==> src/rtl/mem_write_monitor_pkg.sv <==
// Shared constants and state encoding for the memory-write test monitor.
package mon_pkg;

  typedef enum logic [1:0] {
    ST_RUN  = 2'd0,
    ST_PASS = 2'd1,
    ST_FAIL = 2'd2,
    ST_TOUT = 2'd3
  } mon_state_t;

  localparam logic [31:0] DEF_PASS_ADDR  = 32'd84;
  localparam logic [31:0] DEF_PASS_DATA  = 32'd7;
  localparam logic [31:0] DEF_ALLOW_ADDR = 32'd80;
  localparam logic [31:0] DEF_TIMEOUT    = 32'd2000;

  localparam int STORE_W = 16;
  localparam int CYCLE_W = 32;

  function automatic logic is_terminal(input mon_state_t s);
    return (s != ST_RUN);
  endfunction

endpackage

==> src/rtl/mem_write_monitor_if.sv <==
// Processor data-memory store bus as seen by the monitor.
interface mem_write_monitor_if;
  logic        memwrite;
  logic [31:0] dataadr;
  logic [31:0] writedata;

  modport master (output memwrite, output dataadr, output writedata);
  modport slave  (input  memwrite, input  dataadr, input  writedata);
endinterface

==> src/rtl/mem_write_monitor_sat_counter.sv <==
// Up-counter that sticks at all-ones; synchronous active-low clear.
module sat_counter #(
  parameter int WIDTH = 16
) (
  input  logic             clk,
  input  logic             reset,
  input  logic             inc,
  output logic [WIDTH-1:0] count
);

  logic [WIDTH-1:0] cnt_r;

  // count register with saturation at all-ones
  always_ff @(posedge clk) begin
    if (!reset) begin
      cnt_r <= {WIDTH{1'b0}};
    end else if (inc && (cnt_r != {WIDTH{1'b1}})) begin
      cnt_r <= cnt_r + {{(WIDTH-1){1'b0}}, 1'b1};
    end else begin
      cnt_r <= cnt_r;
    end
  end

  assign count = cnt_r;

endmodule

==> src/rtl/mem_write_monitor.sv <==
// Watches processor stores and latches a sticky pass/fail/timeout verdict,
// with run statistics and the offending store captured on failure.
module mem_write_monitor
  import mon_pkg::*;
#(
  parameter logic [31:0] PASS_ADDR  = DEF_PASS_ADDR,
  parameter logic [31:0] PASS_DATA  = DEF_PASS_DATA,
  parameter logic [31:0] ALLOW_ADDR = DEF_ALLOW_ADDR,
  parameter logic [31:0] TIMEOUT    = DEF_TIMEOUT
) (
  input  logic                    clk,
  input  logic                    reset,
  mem_write_monitor_if.slave      bus,
  output logic                    done,
  output logic                    pass,
  output logic                    fail,
  output logic                    timeout,
  output logic [STORE_W-1:0]      store_count,
  output logic [CYCLE_W-1:0]      cycle_count,
  output logic [31:0]             err_addr,
  output logic [31:0]             err_data
);

  mon_state_t  state_r;
  mon_state_t  next_state_s;
  logic        store_inc_s;
  logic        cycle_inc_s;
  logic        capture_s;
  logic        done_r;
  logic        pass_r;
  logic        fail_r;
  logic        tout_r;
  logic [31:0] err_addr_r;
  logic [31:0] err_data_r;

  // next-state and counter enables; a verdict store outranks the timeout
  always_comb begin
    next_state_s = state_r;
    store_inc_s  = 1'b0;
    cycle_inc_s  = 1'b0;
    capture_s    = 1'b0;
    case (state_r)
      ST_RUN: begin
        cycle_inc_s = 1'b1;
        store_inc_s = bus.memwrite;
        if (bus.memwrite && (bus.dataadr == PASS_ADDR) && (bus.writedata == PASS_DATA)) begin
          next_state_s = ST_PASS;
        end else if (bus.memwrite && (bus.dataadr != ALLOW_ADDR)) begin
          next_state_s = ST_FAIL;
          capture_s    = 1'b1;
        end else if ((cycle_count + 32'd1) == TIMEOUT) begin
          next_state_s = ST_TOUT;
        end else begin
          next_state_s = ST_RUN;
        end
      end
      ST_PASS, ST_FAIL, ST_TOUT: begin
        next_state_s = state_r;
      end
      default: begin
        next_state_s = ST_RUN;
      end
    endcase
  end

  // state register, verdict flags decoded from the incoming state, error capture
  always_ff @(posedge clk) begin
    if (!reset) begin
      state_r    <= ST_RUN;
      done_r     <= 1'b0;
      pass_r     <= 1'b0;
      fail_r     <= 1'b0;
      tout_r     <= 1'b0;
      err_addr_r <= 32'd0;
      err_data_r <= 32'd0;
    end else begin
      state_r <= next_state_s;
      done_r  <= is_terminal(next_state_s);
      pass_r  <= (next_state_s == ST_PASS);
      fail_r  <= (next_state_s == ST_FAIL);
      tout_r  <= (next_state_s == ST_TOUT);
      if (capture_s) begin
        err_addr_r <= bus.dataadr;
        err_data_r <= bus.writedata;
      end else begin
        err_addr_r <= err_addr_r;
        err_data_r <= err_data_r;
      end
    end
  end

  sat_counter #(.WIDTH(STORE_W)) u_store_cnt (
    .clk   (clk),
    .reset (reset),
    .inc   (store_inc_s),
    .count (store_count)
  );

  sat_counter #(.WIDTH(CYCLE_W)) u_cycle_cnt (
    .clk   (clk),
    .reset (reset),
    .inc   (cycle_inc_s),
    .count (cycle_count)
  );

  assign done     = done_r;
  assign pass     = pass_r;
  assign fail     = fail_r;
  assign timeout  = tout_r;
  assign err_addr = err_addr_r;
  assign err_data = err_data_r;

endmodule
==> src/flat_wrapper.sv <==
// flat-port wrapper written by rule: the top's interface ports become plain ports
module mem_write_monitor_flat import mon_pkg::*;
#(
  parameter logic [31:0] PASS_ADDR  = DEF_PASS_ADDR,
  parameter logic [31:0] PASS_DATA  = DEF_PASS_DATA,
  parameter logic [31:0] ALLOW_ADDR = DEF_ALLOW_ADDR,
  parameter logic [31:0] TIMEOUT    = DEF_TIMEOUT
)
  (clk, reset, done, pass, fail, timeout, store_count, cycle_count, err_addr, err_data, bus_memwrite, bus_dataadr, bus_writedata);
  mem_write_monitor_if bus_i ();
  input  logic clk;
  input  logic reset;
  output logic done;
  output logic pass;
  output logic fail;
  output logic timeout;
  output logic [STORE_W-1:0] store_count;
  output logic [CYCLE_W-1:0] cycle_count;
  output logic [31:0] err_addr;
  output logic [31:0] err_data;
  input wire logic [$bits(bus_i.memwrite)-1:0] bus_memwrite;
  input wire logic [$bits(bus_i.dataadr)-1:0] bus_dataadr;
  input wire logic [$bits(bus_i.writedata)-1:0] bus_writedata;
  assign bus_i.memwrite = bus_memwrite;
  assign bus_i.dataadr = bus_dataadr;
  assign bus_i.writedata = bus_writedata;
  mem_write_monitor #(.PASS_ADDR(PASS_ADDR), .PASS_DATA(PASS_DATA), .ALLOW_ADDR(ALLOW_ADDR), .TIMEOUT(TIMEOUT)) u_core (.clk(clk), .reset(reset), .bus(bus_i), .done(done), .pass(pass), .fail(fail), .timeout(timeout), .store_count(store_count), .cycle_count(cycle_count), .err_addr(err_addr), .err_data(err_data));
endmodule
==> config.mk <==
export PLATFORM = sky130hd
export DESIGN_NAME = mem_write_monitor_flat
export DESIGN_NICKNAME = d
export VERILOG_FILES = /design/src/rtl/mem_write_monitor_pkg.sv /design/src/rtl/mem_write_monitor_if.sv /design/src/rtl/mem_write_monitor_sat_counter.sv /design/src/rtl/mem_write_monitor.sv /design/src/flat_wrapper.sv
export SDC_FILE = /design/constraint.sdc
export NUM_CORES = 1
export LEC_CHECK = 0
export ABC_AREA = 1
export CAP_MARGIN = 20
export CORE_AREA = 4 4 130 107
export CTS_CLUSTER_DIAMETER = 100
export DETAILED_ROUTE_END_ITERATION = 16
export DIE_AREA = 0 0 134 111
export GPL_ROUTABILITY_DRIVEN = 0
export MAX_ROUTING_LAYER = met4
export PLACE_DENSITY = 0.9
export SLEW_MARGIN = 10
export SYNTH_ARGS = -nofsm -noshare
export SYNTH_HDL_FRONTEND = slang
export SYNTH_SLANG_ARGS = --single-unit
==> constraint.sdc <==
create_clock -name clk -period 2.3 [get_ports clk]
set_clock_uncertainty 0.2 [all_clocks]
set_input_delay 0.46 -clock clk [delete_from_list [all_inputs] [get_ports clk]]
set_output_delay 0.46 -clock clk [all_outputs]
set_load 0.005 [all_outputs]
==> results of run 1 <==
## where the power goes
part           internal (mW)  leakage [nW]  switching [mW]
Combinational          0.663          2.58           0.554
Clock                   1.72         0.285           0.974
Sequential              2.21         0.975           0.129
Total                   4.60          3.84            1.66
## cell type report
| type | instances | share of cell area (%) |
|---|---|---|
| multi-input combinational | 583 | 32.01 |
| timing repair buffer | 280 | 28.57 |
| sequential | 118 | 25.28 |
| inverter | 136 | 5.442 |
| clock buffer | 19 | 4.722 |
| tap | 175 | 2.334 |
| clock inverter | 13 | 1.641 |
## per-stage QoR
stage | power [mW] | worst slack [ns]
global placement | 3.437 | -0.4388
detailed placement | 3.474 | -0.4812
finish | 6.254 | -0.09550
floorplan | 2.771 | 0.1681
global route | 6.496 | -0.2858
CTS | 6.217 | -0.02476
## critical path, cell delays in order
cell and delay (ns):
clkdlybuf4s50_1 0.48, nor2_1 0.05, nand2_1 0.07, nor2_1 0.05, buf_4 0.13, inv_2 0.06
nor3_2 0.05, and3_4 0.17, a21boi_2 0.22, nand3_4 0.21, buf_12 0.19, buf_16 0.15
a21oi_1 0.22
## cells in the final DEF (no fill, tap or decap), types with 13 or more instances in the layout
master and instances:
nor2_1 83, nand2_1 151, inv_1 134, buf_4 86, nand3_1 27, a21oi_1 97
clkdlybuf4s50_1 180, o21ai_1 13, clkbuf_16 17, dfxtp_1 111, nand4_1 15, o21ai_0 91
nand2_2 14
## synthesized netlist by cell type, drive strengths merged, types with 4 or more instances
cell type and instances:
a31oi 6, nor2 104, nand3b 8, xor2 4
nand4 15, nor3 14, nor4 12, a21oi 99
o21ai 109, buf 17, nand2 168, dfxtp 118
clkbuf 14, nand3 33, inv 136
## state kept, by name (all words and copies together), names as in the netlist
register	flops
u_core.done	1
u_core.err_addr	32
u_core.err_data	32
u_core.fail	1
u_core.pass	1
u_core.state_r	2
u_core.timeout	1
u_core.u_cycle_cnt.count	32
u_core.u_store_cnt.count	16
## path summary, 6_finish.rpt
path,cells after the start,to
worst min-delay path,3,u_core.err_addr[10]$_SDFFE_PN0P_
worst min register to register,2,u_core.err_addr[21]$_SDFFE_PN0P_
worst max-delay path,13,u_core.err_data[17]$_SDFFE_PN0P_
worst max register to register,17,u_core.timeout$_SDFF_PN0_
## timing repair
action / CTS / global route
pin swaps: 13 / 13
endpoints found under the setup margin: 65 / 89
gates cloned: 2 / 0
resized for setup: 32 / 55
setup buffers: 4 / 8
## logic make-up (layout without fill, tap and decap cells)
family          count (synthesis)  in the layout  share of synthesized area [%]
compound gates                218            218                          19.10
simple gates                  359            359                          27.96
xor+xnor                        4              4                         0.6035
flops                         118            118                          40.70
fa+ha+maj                       2              2                         0.4311
buf+inv                       167            448                          11.21
## metal layers
| metal | vias up | GRT usage [%] |
|---|---|---|
| met5 | - | - |
| met2 | 361 | 43.69 |
| met4 | 0 | 10.42 |
| met3 | 58 | 6.897 |
| met1 | 3228 | 34.23 |
| li1 | 3360 | - |
==> run metrics, run 1 <==
WL/cell=15.62 µm; Layout Utilization=between 70% and 80%; Filler Cell Count=904; asr flop ratio synth=0%; CTS H-tree depth=4; global route total overflow=0; share of post-route cells with drive strength above 1=17.49%; min-delay src=bus_dataadr[10]; Rel. slew slack=about three quarters; Reg area=0.002371 mm²; Finished Layout Cells=1324; vias in the first global route=6795; reg2reg start=u_core.u_cycle_cnt.count[0]$_SDFFE_PN0P_; Clock Pin Slew Worst Setup and Hold Paths=0.06 ns; post-route DRC violation count=0; all-layer global routing usage=27.67%; status=finished with violations; Yosys cell types=31; Seq/Total Area, Yosys=40.70%; Top FF cell, synth=dfxtp_1; CP Launch Type=input pin; Final period util=104.2%; Crit Path Category=input pin to flip-flop; pin slew with the least headroom to its limit=0.3912 ns; final hold vios=0; 1st-iter DRT viols=641; VDD IR max=528.8 µV; global-route wire length before repair=32730 µm; number of port buffers=182; DR WL met3=1889 µm; final setup vio count=46; worst hold margin=a little over 0.2 ns; Clock Tree Buf Depth=2; Multi-input gate area=around 0.0030 mm²; final WL=about 21000 µm; Critical Path AT=2.52 ns; initial antenna violation count=0; R2R Setup Slk=-0.08 ns; Num CTS Buffers=17; setup_tns=-0.9411 ns; met2 WL post-DR=9709 µm; final instance area=approximately 0.0094 mm²; Syn Area/Cell=6.687 µm²; M1 WL=roughly 8500 µm; P_leak=~3.8 nW; worst-skew pair later-pin latency=0.41 ns; highest metal used=met4; CTS tree=yes; Antenna Violating Nets Remaining=0; DR vias=7007; Die Width=134 µm; failing checks=negative setup slack; DR vias/cell=5.292; synth warn=0; largest net degree at the start of global routing=56; critical path peak fanout=24; Cell Pwr Density=666.8 mW/mm²; Die Height=111 µm; worst setup path startpoint=bus_dataadr[15]; Mapped Cells=868; Yosys top cell area share=40.70%; post-placement cell area=around 0.0084 mm²; clock sink total=around 120; area delta synth->final=61.61%; worst setup margin=-0.09550 ns; Initial Util=45.93%; Boundary Pins=183; syn nets=about 940; Slew Limit Fails=0; largest area contributor in the netlist=dfxtp_1; root buf cell=clkbuf_16; drt pass-1 iters=6; number of synthesized flops with an enable pin=0; Final #Nets=roughly 1200; dpl hpwl=14610 µm; Max Freq=between 400 and 500 MHz; Critical Path RT=2.42 ns; CP Capture Type=flip-flop; Cell Rows=37; minimum clock period=2.396 ns; HP Class=input pin to flip-flop; Max Cap Violations=0; Placeable Area=0.01264 mm²; full die area=0.01487 mm²; n_diodes=0; dominant cells by area after synthesis=dfxtp_1, nand2_1, o21ai_0, inv_1, a21oi_1; RSZ-0062 raised after global routing=yes; Post-Syn Area=slightly below 0.006 mm²; flops & latches, synth=approximately 120; placed instance count=1278; # hold bufs at CTS=0
Note: power is estimated with default switching activity, not from simulation.
==> run 2, diff against run 1 <==
- CORE_AREA: 4 4 130 107 -> 4 4 161 132
- DIE_AREA: 0 0 134 111 -> 0 0 165 136
- PLACE_DENSITY: 0.9 -> 0.66
==> run 2 against run 1 <==
The flow still finishes with violations (negative setup slack). Critical path type is now flip-flop to flip-flop. Utilization decreased by 21 points. Final cell count increased by 11%. First-iteration DRC count decreased by 37%. Global-route usage decreased by 9.0 points. Critical path depth increased by 5. Routed wire length increased by 7.5%. Sequential power about the same. Setup slack improved by 0.024 ns. Largest power group unchanged.
==> run metrics, run 2 (synthesis gave the netlist of run 1 again) <==
worst hold margin=0.1684 ns; minimum clock period=2.372 ns; final setup vio count=24; WL/cell=~15 µm; Cell Rows=46; critical path peak fanout=5; global route total overflow=0; Worst path max stage delay=around 0.37 ns; most common cell after layout, fill and taps aside=clkdlybuf4s50_1; DR vias=6894; final WL=roughly 22000 µm; CTS H-tree depth=4; RSZ-0062 raised after global routing=yes; hold path depth=3; worst-skew pair later-pin latency=0.43 ns; Setup Slack @ Placement=-0.5836 ns; reg2reg start=u_core.u_cycle_cnt.count[1]$_SDFFE_PN0P_; Die Width=between 150 and 200 µm; VDD IR max=~420 µV; Rel. slew slack=around two thirds; final hold vios=0; 1st-iter DRT viols=401; reg2reg end=u_core.pass$_SDFF_PN0_; pin slew with the least headroom to its limit=0.4848 ns; CP Capture Type=flip-flop; number of port buffers=182; Initial Util=29.57%; drt pass-1 iters=5; setup_tns=-0.8634 ns; root buf cell=clkbuf_16; clock sink total=118; Boundary Pins=183; Max Cap Violations=0; CP Launch Type=flip-flop; R2R depth=18; min-delay src=bus_dataadr[9]; Top delay family on crit path=simple AND/OR/NAND/NOR gates; Crit Path Category=flip-flop to flip-flop; P_leak=4.389 nW; most used cell, CP=nand2_1; Critical Path RT=roughly 2.5 ns; largest net degree at the start of global routing=42; Die Height=approximately 140 µm; Critical Path AT=~2.5 ns; Final #Nets=between 1000 and 1500; all-layer global routing usage=18.69%; Final period util=103.1%; CTS tree=yes; R2R Setup Slk=-0.07 ns; post-route DRC violation count=0; Clock Pin Slew Worst Setup and Hold Paths=0.06 ns; slowest stage cell, crit path=dfxtp_4; Slew Limit Fails=0; crit path cell chain=ha_4 > nand2_4 > nor2_4 > nand2_4 > buf_6 > nor2_4 > nand2_2 > nand2_1 > nand2_1 > nor2_1 > nand2_1 > nor2_2 > nand4_1 > nand2_1 > nand2_1 > nand2_2 > nand2_4 > nor2_1; Max Freq=around 420 MHz; Placeable Area=0.01963 mm²; dpl hpwl=15510 µm; Clock Tree Buf Depth=2; Num CTS Buffers=17; Cell Pwr Density=656.4 mW/mm²; full die area=0.02244 mm²; global-route wire length before repair=between 30000 and 40000 µm; n_diodes=0; failing checks=negative setup slack; Pwr Total=between 6 and 7 mW; HP Class=input pin to flip-flop; vias in the first global route=roughly 6400; area delta synth->final=78.66%; initial antenna violation count=0; highest-count cells in the layout ignoring fill and taps=clkdlybuf4s50_1, nand2_1, inv_1, buf_4, dfxtp_1; WHS Endpoint=u_core.err_addr[9]$_SDFFE_PN0P_; crit path buf inv count=1; DR vias/cell=4.709; status=finished with violations; worst setup margin=-0.07190 ns; Antenna Violating Nets Remaining=0; share of post-route cells with drive strength above 1=a little under a quarter; Filler Cell Count=1839
==> run 2: metrics by stage <==
stage | instances | cell area, µm² | util, %
global placement | 1398 | 8737 | 44.52
detailed placement | 1398 | 8737 | 44.52
floorplan | 868 | 5804 | -
CTS | 1435 | 9564 | 48.73
global route | 1464 | 10370 | 52.84
finish | 1464 | 10370 | 52.84
==> run 2: layer usage <==
layer	vias to the layer above	GRT usage, %	wire (µm)
li1	3485	-	-
met1	3168	25.51	10310
met2	220	27.22	10080
met3	21	4.395	1519
met4	0	6.143	329
met5	-	-	0
==> run 2: power by group <==
| part | internal (mW) | leakage [nW] | switching [mW] | total, mW |
|---|---|---|---|---|
| clock network | 2.00 | 0.322 | 1.05 | 3.05 |
| logic | 0.795 | 3.09 | 0.625 | 1.42 |
| registers | 2.21 | 0.975 | 0.127 | 2.34 |
==> run 2: final cells by class <==
class | instances | area [µm²] | share of cell area (%)
Timing Repair Buffer | 330 | 3307 | 31.89
Multi-Input combinational cell | 584 | 3172 | 30.59
Sequential cell | 118 | 2371 | 22.86
Inverter | 136 | 516.7 | 4.983
Clock buffer | 19 | 452.9 | 4.368
Tap cell | 264 | 330.3 | 3.185
Clock inverter | 13 | 220.2 | 2.124
==> run 2: worst max-delay path by stage <==
stage / start / end / cells past startpoint
final: u_core.u_cycle_cnt.count[1]$_SDFFE_PN0P_ / u_core.pass$_SDFF_PN0_ / 18
after global routing: u_core.u_cycle_cnt.count[1]$_SDFFE_PN0P_ / u_core.pass$_SDFF_PN0_ / 16
after CTS: bus_dataadr[13] / u_core.err_data[20]$_SDFFE_PN0P_ / 12
after detailed placement: bus_dataadr[14] / u_core.err_data[30]$_SDFFE_PN0P_ / 13
after global placement: bus_dataadr[13] / u_core.err_data[30]$_SDFFE_PN0P_ / 13
after floorplan: u_core.u_cycle_cnt.count[1]$_SDFFE_PN0P_ / u_core.pass$_SDFF_PN0_ / 17
==> run 2: what timing repair did <==
| action | 4_1_cts | 5_1_grt |
|---|---|---|
| hold buffers | 0 | 0 |
| gates resized for setup | 22 | 149 |
| endpoints found under the setup margin | 96 | 101 |
| setup buffers | 3 | 17 |
| pin swaps | 10 | 36 |
| gates cloned | 2 | 12 |
==> run 2: tightest hold or removal path: cells and delay by family <==
kind                   cells  cell delay [ns]
buffers and inverters      1             0.10
AOI/OAI and AO/OA          2             0.19
